`src/rtl/tx_arbiter_if.sv`:
```
// tx_arbiter_if: request/frame inputs and grant/transmitter outputs of the TX arbiter
interface tx_arbiter_if;
    logic [3:0]   req;
    logic [135:0] pkt0;
    logic [135:0] pkt1;
    logic [135:0] pkt2;
    logic [135:0] pkt3;
    logic [3:0]   ack;
    logic [1:0]   grant_id;
    logic         tx_start;
    logic [135:0] tx_packet;
    logic         busy;
    logic         tx_done;
    modport master (
        input  req, pkt0, pkt1, pkt2, pkt3,
        output ack, grant_id, tx_start, tx_packet, busy, tx_done
    );
    modport slave (
        output req, pkt0, pkt1, pkt2, pkt3,
        input  ack, grant_id, tx_start, tx_packet, busy, tx_done
    );
endinterface

```
`src/rtl/tx_arbiter.sv`:
```
// tx_arbiter: 4-port round-robin frame arbiter with occupancy timing; TX_ARB_STRICT_PRIO_EN gives port 0 strict priority
module tx_arbiter #(
    parameter int IFG = 2
) (
    input logic          clk,
    input logic          rst,
    tx_arbiter_if.master bus
);
`ifdef TX_ARB_STRICT_PRIO_EN
    localparam bit STRICT = 1'b1;
`else
    localparam bit STRICT = 1'b0;
`endif
    typedef enum logic [1:0] {S_IDLE, S_WAIT, S_GAP} state_t;
    state_t       r_state, w_state;
    logic [7:0]   r_cnt, w_cnt;
    logic [1:0]   r_ptr, w_ptr;
    logic [3:0]   r_ack, w_ack;
    logic [1:0]   r_gid, w_gid;
    logic         r_start, w_start;
    logic [135:0] r_pkt, w_pkt;
    logic         r_busy, w_busy;
    logic         r_done, w_done;
    logic [3:0]   w_req;
    logic [1:0]   w_win;
    logic [135:0] w_sel;
    logic [7:0]   w_len;
    // Winner search starting at ptr; in strict mode a port-0 request masks everyone else
    always_comb begin
        w_req = (STRICT && bus.req[0]) ? 4'b0001 : bus.req;
        w_win = r_ptr;
        for (int i = 3; i >= 0; i--)
            if (w_req[r_ptr + 2'(i)]) w_win = r_ptr + 2'(i);
        w_sel = (w_win == 2'd0) ? bus.pkt0 : (w_win == 2'd1) ? bus.pkt1 : (w_win == 2'd2) ? bus.pkt2 : bus.pkt3;
        w_len = 8'd48 + {1'b0, w_sel[131:128], 3'b000};
    end
    // Next state and next value of every registered output
    always_comb begin
        w_state = r_state;
        w_cnt   = r_cnt;
        w_ptr   = r_ptr;
        w_ack   = 4'b0000;
        w_gid   = r_gid;
        w_start = 1'b0;
        w_pkt   = r_pkt;
        w_busy  = r_busy;
        w_done  = 1'b0;
        case (r_state)
            S_IDLE: begin
                w_busy = 1'b0;
                if (bus.req != 4'b0000) begin
                    w_state = S_WAIT;
                    w_cnt   = w_len;
                    w_ptr   = (STRICT && w_win == 2'd0) ? r_ptr : w_win + 2'd1;
                    w_ack   = 4'b0001 << w_win;
                    w_gid   = w_win;
                    w_start = 1'b1;
                    w_pkt   = w_sel;
                    w_busy  = 1'b1;
                end
            end
            S_WAIT: begin
                w_cnt = r_cnt - 8'd1;
                if (r_cnt == 8'd1) begin
                    w_done  = 1'b1;
                    w_state = (IFG == 0) ? S_IDLE : S_GAP;
                    w_cnt   = 8'(IFG);
                    w_busy  = (IFG != 0);
                end
            end
            S_GAP: begin
                w_cnt = r_cnt - 8'd1;
                if (r_cnt <= 8'd1) begin
                    w_state = S_IDLE;
                    w_cnt   = 8'd0;
                    w_busy  = 1'b0;
                end
            end
            default: w_state = S_IDLE;
        endcase
    end
    // State and output registers with synchronous reset
    always_ff @(posedge clk) begin
        if (rst) begin
            r_state <= S_IDLE;
            r_cnt   <= 8'd0;
            r_ptr   <= 2'd0;
            r_ack   <= 4'b0000;
            r_gid   <= 2'd0;
            r_start <= 1'b0;
            r_pkt   <= '0;
            r_busy  <= 1'b0;
            r_done  <= 1'b0;
        end else begin
            r_state <= w_state;
            r_cnt   <= w_cnt;
            r_ptr   <= w_ptr;
            r_ack   <= w_ack;
            r_gid   <= w_gid;
            r_start <= w_start;
            r_pkt   <= w_pkt;
            r_busy  <= w_busy;
            r_done  <= w_done;
        end
    end
    assign bus.ack       = r_ack;
    assign bus.grant_id  = r_gid;
    assign bus.tx_start  = r_start;
    assign bus.tx_packet = r_pkt;
    assign bus.busy      = r_busy;
    assign bus.tx_done   = r_done;
endmodule

```
`src/flat_wrapper.sv`:
```
// flat-port wrapper written by rule: the top's interface ports become plain ports
module tx_arbiter_flat 
#(
    parameter int IFG = 2
)
  (clk, rst, bus_req, bus_pkt0, bus_pkt1, bus_pkt2, bus_pkt3, bus_ack, bus_grant_id, bus_tx_start, bus_tx_packet, bus_busy, bus_tx_done);
  tx_arbiter_if bus_i ();
  input logic clk;
  input logic rst;
  input wire logic [$bits(bus_i.req)-1:0] bus_req;
  input wire logic [$bits(bus_i.pkt0)-1:0] bus_pkt0;
  input wire logic [$bits(bus_i.pkt1)-1:0] bus_pkt1;
  input wire logic [$bits(bus_i.pkt2)-1:0] bus_pkt2;
  input wire logic [$bits(bus_i.pkt3)-1:0] bus_pkt3;
  output wire logic [$bits(bus_i.ack)-1:0] bus_ack;
  output wire logic [$bits(bus_i.grant_id)-1:0] bus_grant_id;
  output wire logic [$bits(bus_i.tx_start)-1:0] bus_tx_start;
  output wire logic [$bits(bus_i.tx_packet)-1:0] bus_tx_packet;
  output wire logic [$bits(bus_i.busy)-1:0] bus_busy;
  output wire logic [$bits(bus_i.tx_done)-1:0] bus_tx_done;
  assign bus_i.req = bus_req;
  assign bus_i.pkt0 = bus_pkt0;
  assign bus_i.pkt1 = bus_pkt1;
  assign bus_i.pkt2 = bus_pkt2;
  assign bus_i.pkt3 = bus_pkt3;
  assign bus_ack = bus_i.ack;
  assign bus_grant_id = bus_i.grant_id;
  assign bus_tx_start = bus_i.tx_start;
  assign bus_tx_packet = bus_i.tx_packet;
  assign bus_busy = bus_i.busy;
  assign bus_tx_done = bus_i.tx_done;
  tx_arbiter #(.IFG(IFG)) u_core (.clk(clk), .rst(rst), .bus(bus_i));
endmodule
```
`config.mk`:
```
export PLATFORM = sky130hd
export DESIGN_NAME = tx_arbiter_flat
export DESIGN_NICKNAME = d
export VERILOG_FILES = /design/src/rtl/tx_arbiter_if.sv /design/src/rtl/tx_arbiter.sv /design/src/flat_wrapper.sv
export SDC_FILE = /design/constraint.sdc
export NUM_CORES = 1
export LEC_CHECK = 0
export BUFFER_PORTS_ARGS = -buffer_cell sky130_fd_sc_hd__buf_4
export CAP_MARGIN = 20
export CORE_AREA = 2 2 270 272
export DETAILED_ROUTE_END_ITERATION = 7
export DIE_AREA = 0 0 272 274
export MAX_ROUTING_LAYER = met4
export SYNTH_ARGS = -nofsm -noshare
export SYNTH_HDL_FRONTEND = slang
export SYNTH_SLANG_ARGS = --single-unit
export TNS_END_PERCENT = 5
```
`constraint.sdc`:
```
create_clock -name clk -period 4.3 [get_ports clk]
set_clock_uncertainty 0.2 [all_clocks]
set_input_delay 0.86 -clock clk [delete_from_list [all_inputs] [get_ports clk]]
set_output_delay 0.86 -clock clk [all_outputs]
set_load 0.005 [all_outputs]
```
Yosys cells after proc, flatten, opt, wreduce, memory -nomap -nowiden
Cells that the tools add are included.
{"block": "op_classes", "bitwise": 3, "eq_ne": 8, "shifts": 1, "add_sub_neg": 6, "n_mux": 28, "reduce_logical": 11, "magnitude_cmp": 5}
{"operator": "$mux 136", "count": 3}
{"operator": "$mux 8", "count": 3}
{"operator": "$pmux 8 s3", "count": 1}
{"operator": "$mux 2", "count": 7}
{"operator": "$lt 2x3->1 const B", "count": 4}
{"operator": "$add 6x7->8 const A", "count": 1}
{"operator": "$bmux 1 s2", "count": 4}
{"operator": "$eq 8x1->1 const B", "count": 1}
{"operator": "$le 8x1->1 const B", "count": 1}
{"operator": "$mux 1", "count": 8}
{"operator": "$sub 8x1->8 const B", "count": 1}
{"operator": "$ne 2x1->1 const B", "count": 3}
{"operator": "$pmux 2 s3", "count": 1}
{"operator": "$reduce_and 3->1", "count": 2}
{"operator": "$add 2x1->2 const B", "count": 2}
{"operator": "$add 2x2->2 const B", "count": 2}
{"operator": "$eq 2x1->1 const B", "count": 2}
{"operator": "$eq 2x2->1 const B", "count": 2}
{"operator": "$logic_not 2->1", "count": 2}
{"operator": "$reduce_and 2->1", "count": 2}
{"operator": "$reduce_bool 4->1", "count": 1}
{"operator": "$reduce_or 2->1", "count": 2}
{"operator": "$shl 1x2->4 const A", "count": 1}
{"operator": "$not 1->1", "count": 3}
{"operator": "3 further kinds", "count": 3}
{"block": "totals", "wordCells": 71, "register_bits": 157, "input_bits": 550, "out_inout_bits": 145}

Depth between registers and ports, before layout
{"block": "logic_depth", "depth_word": 14, "depth_mapped": 15, "depth_no_buf": 14}

Least setup slack after synthesis
OpenSTA, ideal clock, no wires.
{"block": "synth_path", "path_type": "in2reg", "startpoint": "input bus_req[0]", "endpoint": "register u_core.r_cnt[5]", "slack_ps": 664, "cell_stages": 14, "arrival_time_ps": 3365, "n_path_buf": 2, "required_ps": 4028, "setup_time_ps": 72, "cell_sequence": "nor2b_1 -> o41ai_1 -> inv_1 -> ha_1 -> buf_2 -> clkbuf_1 -> a22oi_1 -> and2_1 -> inv_1 -> ha_1 -> nand2_1 -> nand2_1 -> o21a_1 -> a21oi_1"}
{"block": "synth_between", "elab_chain_cells": 13, "elab_cells_between_ends": 24, "cone_classes": "add/sub: 1; eq/ne: 3; mux: 17; reduce/logical: 3"}
{"item": "start: declaration", "line": "flat_wrapper.sv:10", "rtl": "input wire logic [$bits(bus_i.req)-1:0] bus_req;"}
{"item": "$bmux 1 s2", "line": "tx_arbiter.sv:33", "rtl": "if (w_req[r_ptr + 2'(i)]) w_win = r_ptr + 2'(i);"}
{"item": "$mux 1 (not written as such)", "line": "tx_arbiter.sv:33"}
{"item": "$mux 2 (3 in a row)", "line": "tx_arbiter.sv:33"}
{"item": "$mux 2 (*)", "line": "tx_arbiter.sv:33"}
{"item": "net u_core.w_win[1]", "line": "tx_arbiter.sv:25", "rtl": "logic [1:0] w_win;"}
{"item": "$eq 2x2->1", "line": "tx_arbiter.sv:34", "rtl": "w_sel = (w_win == 2'd0) ? bus.pkt0 : (w_win == 2'd1) ? bus.pkt1 : (w_win == 2'd2) ? bus.pkt2 : bus.pkt3;"}
{"item": "$mux 136 (2 in a row)", "line": "tx_arbiter.sv:34"}
{"item": "$mux 136 (*)", "line": "tx_arbiter.sv:34"}
{"item": "$add 6x7->8 (*)", "line": "tx_arbiter.sv:35", "rtl": "w_len = 8'd48 + {1'b0, w_sel[131:128], 3'b000};"}
{"item": "$mux 8 (*)", "line": "tx_arbiter.sv:51", "rtl": "if (bus.req != 4'b0000) begin"}
{"item": "$pmux 8 s3 (*)", "line": "tx_arbiter.sv:48", "rtl": "case (r_state)"}
{"item": "end signal: assignment", "line": "tx_arbiter.sv:96", "rtl": "r_cnt <= w_cnt;"}
{"item": "end: declaration", "line": "tx_arbiter.sv:16", "rtl": "logic [7:0] r_cnt, w_cnt;"}
Mark *: on every way through the listed nets, which the timed path passes. The rest lies on a longest branch. The select of a mux whose other input is x is not followed.
A chain may end at the register's enable or synchronous reset.

Worst setup path after layout
{"block": "layout_path", "startpoint": "input bus_req[2]", "endpoint": "register u_core.r_cnt[5]"}
The elaborated chain is that of the path after synthesis.

==> summary.md <==
| Metric | Value |
|---|---|
| Total gr overflow | 0 |
| DRC violations left | 0 |
| Endpoints failing setup | 0 |
| Initial core utilization | 0.146 |
| Post-DR vias/cell | 3.94 |
| RSZ-0062 raised after global routing | no |
| Worst r2r src | u_core.r_ptr[0]$_SDFFE_PP0P_ |
| Worst min-delay path class | reg2reg |
| Final WL | 44.0 mm |
| Yosys reg bits | 157 |
| Largest net degree at the start of global routing | 119 |
| Ports | 695 |
| Tot GR Track Use | 0.115 |
| Hold Path Origin | u_core.bus.grant_id[0]$_SDFFE_PP0P_ |
| CTS Buffer Depth | 2 |
| Placer Congestion | 0.866 |
| Crit end category | register |
| Logic pwr share | 0.622 |
| Crit-path slowest cell | ha_4 |
| Switching power total | 4.79 mW |
| Max stage delay on crit path | 0.39 ns |
| Core area | 0.0720 sq mm |
| Cell Rows | 99 |
| Final-layout fill cell count | 7925 |
| Synth warn | 0 |
| Int Power | 6.33 mW |
| Setup_tns | 0 ns |
| Reg2reg path depth | 15 |
| Vias post-DR | 11144 |
| Die Height | 274 microns |
| Max cap viols | 0 |
| Mux share of post-synthesis cell area | 0.260 |
| Crit path cell chain | buf_4, nor2b_1, o21ai_0, o41ai_1, buf_4, inv_1, ha_4, nor2_1, a22oi_1, and2_1, inv_1, ha_1, nand2_1, nand2_1, o21a_1, a21oi_1 |
| Leak pwr | 7.66 nW |
| First-pass GRT wire length | 63.6 mm |
| PD cells | 640 mW/mm^2 |
| Final-stage net count | 2419 |
| Post-synthesis area per instance | 8.65 sq um |
| Area growth from synthesis to layout | 65.1% |
| DR iter-0 viols | 364 |
| Flop-to-flop setup slack | 1.31 ns |
| Final min period | 3.19 ns |
| Post-CTS Resized | 0 |
| Final period util | 0.741 |
| Layout cells sized above 1 | 0.467 |
| CTS root buffer | clkbuf_16 |
| Worst skew pair latency | 0.47 ns |
| Post-synth EDFFs | 0 |
| Clock share of power | 0.146 |
| Number of global-route vias before repair | 10953 |
| Maximum vdd drop | 0.000358 V |
| Postcts setup bufs | 0 |
| Combinational family with the most area after synthesis | multiplexers |
| Area of the multi-input gates | 0.00680 sq mm |
| Sequential share of power | 0.231 |
| Switching Share | 0.431 |
| WP data arrival | 3.38 ns |
| Seq/Total Area, Yosys | 0.299 |
| Routed len/inst | 15.5 microns |
| Reg2reg end | u_core.r_cnt[5]$_SDFFE_PP0P_ |
| Ys async rst share | 0 |
| Synth Cell Area | 0.0105 sq mm |
| DP HPWL | 34.8 mm |
| CP Data Required Time | 4.49 ns |
| Startpoint types | primary input |
| Clock Sink Count | 157 |
| Max-slew headroom | 0.437 |
| DR pass1 iterations | 5 |
| CTS tree | done |
| Total Die Area | 0.0745 sq mm |
| Clock-pin slew on the worst setup and hold paths | 0.08 ns |
| Peak Freq | 314 MHz |
| Cells after Synth | 1217 |
| Worst Hold Depth | 2 |
| Die Wd | 272 microns |
| WHS Endpoint | u_core.bus.grant_id[0]$_SDFFE_PP0P_ |
| Post-Synth Simple-Gate Area | 0.131 |
| CTS HTree Levels | 4 |
| Primary FF master, synth | dfxtp_1 |
| Type of the worst setup path | in2reg |
| Slew @ Worst Pin | 0.844 ns |
| CP Max Fanout | 20 |
| Post-Syn Nets | 1778 |
| Final Hold Fails | 0 |
| DP Worst Slack | 0.618 ns |
| Compound-Gate Fraction of Synth Area | 0.238 |
| Final Slew Violations | 0 |
| Adder-Cell Fraction of Synth Area | 0.0131 |
| Final Worst Setup Slack | 1.11 ns |
| Initial antenna violation count | 2 |
| Num CTS Buffers | 17 |
| Port Buf Inserts | 694 |
| XOR/XNOR share of the synthesized area | 0.000832 |
| Yosys cell types | 44 |
| Run status | complete, no violations |
| Hold_buf cts | 0 |
| Reg area | 0.00314 sq mm |
| Antenna-violating nets left | 0 |
cell families after synthesis:
family	after synthesis
DFF	157
muxes	273
and+or+nand+nor	345
adders and majority gates	11
AOI/OAI and AO/OA	312
xor gates and xnor gates	1
buffers and inverters	118
critical path: cells and delay by family:
kind | cells | cell delay (ns)
AOI/OAI and AO/OA | 5 | 0.76
adders and majority gates | 2 | 0.68
buffers and inverters | 4 | 0.50
and+or+nand+nor | 5 | 0.57
worst max-delay path by stage:
stage                           from                            to  cells past startpoint
after floorplan           bus_req[0]  u_core.r_cnt[5]$_SDFFE_PP0P_                     14
after global placement    bus_req[2]  u_core.r_cnt[5]$_SDFFE_PP0P_                     16
after detailed placement  bus_req[2]  u_core.r_cnt[5]$_SDFFE_PP0P_                     16
after CTS                 bus_req[2]  u_core.r_cnt[5]$_SDFFE_PP0P_                     16
after global routing      bus_req[2]  u_core.r_cnt[5]$_SDFFE_PP0P_                     16
final                     bus_req[2]  u_core.r_cnt[5]$_SDFFE_PP0P_                     16
layout make-up:
cell class | instances | area share
multi-input cells | 942 | 0.391
repair buffers | 731 | 0.322
flip-flops and latches | 157 | 0.181
well taps | 959 | 0.0691
clock buffers | 19 | 0.0249
clock inverters | 13 | 0.00950
inverters | 9 | 0.00194
diodes | 2 | 0.000288
layer usage:
layer  part of all wire  track usage  vias up
li1                   -            -     5643
met1               0.40        0.124     5020
met2               0.50        0.199      447
met3              0.082       0.0382       34
met4              0.017       0.0347        0
met5                  0            -        -
layout by cell type (no fill, tap or decap), types with 4 or more instances in the layout:
master,n
nor2b_1,4
clkbuf_16,17
clkinvlp_4,4
ha_1,8
a211oi_2,106
buf_12,8
mux2i_1,273
buf_4,722
a21oi_1,15
inv_1,9
o21ai_0,139
nor2_1,155
a211oi_1,32
dfxtp_1,157
or3_1,4
nor3_1,4
nand2_1,157
power by group through the flow:
stage | logic, mW | registers (mW) | clock network [mW]
finish | 6.92 | 2.57 | 1.63
global route | 7.61 | 2.67 | 1.77
CTS | 7.02 | 2.58 | 1.73
detailed placement | 7.01 | 2.59 | 0
global placement | 6.98 | 2.58 | 0
floorplan | 4.47 | 2.60 | 0
synth_stat cells (2+ instances only):
library cell	count	area share
o21a_1	2	0.0014
dfxtp_1	157	0.30
a211o_1	2	0.0017
inv_1	9	0.0032
nor4_1	3	0.0018
buf_6	18	0.019
and2_1	4	0.0024
nand3_1	3	0.0014
mux2i_1	273	0.26
o21ai_0	139	0.066
ha_1	11	0.013
or2_2	2	0.0012
buf_2	26	0.012
a211oi_2	106	0.13
a21oi_1	15	0.0071
nor3_1	4	0.0019
clkbuf_1	61	0.022
nand2_1	157	0.056
nor2_1	155	0.055
a211oi_1	32	0.023
a21o_1	2	0.0014
buf_4	2	0.0014
buf_1	2	0.00071
nor3b_1	3	0.0021
nor2b_1	4	0.0024
or3_1	4	0.0024
o211ai_1	3	0.0021
nand2b_1	2	0.0012
metrics by stage:
stage,util,instance area [sq um],total power [mW],cells,hold slack (ns)
floorplan,-,10500,7.06,1217,0.253
detailed placement,0.233,16800,9.60,2798,0.249
finish,0.241,17400,11.1,2832,0.259
CTS,0.241,17400,11.3,2830,0.260
global placement,0.233,16800,9.56,2798,0.244
global route,0.241,17400,12.0,2832,0.283
state kept, by name (all words and copies together) (netlist names):
name and flops:
u_core.bus.ack 4, u_core.bus.tx_packet 136, u_core.r_cnt 8, u_core.bus.grant_id 2, u_core.bus.busy 1, u_core.r_state 2
u_core.bus.tx_start 1, u_core.r_ptr 2, u_core.bus.tx_done 1
(Power assumes the default switching activity.)
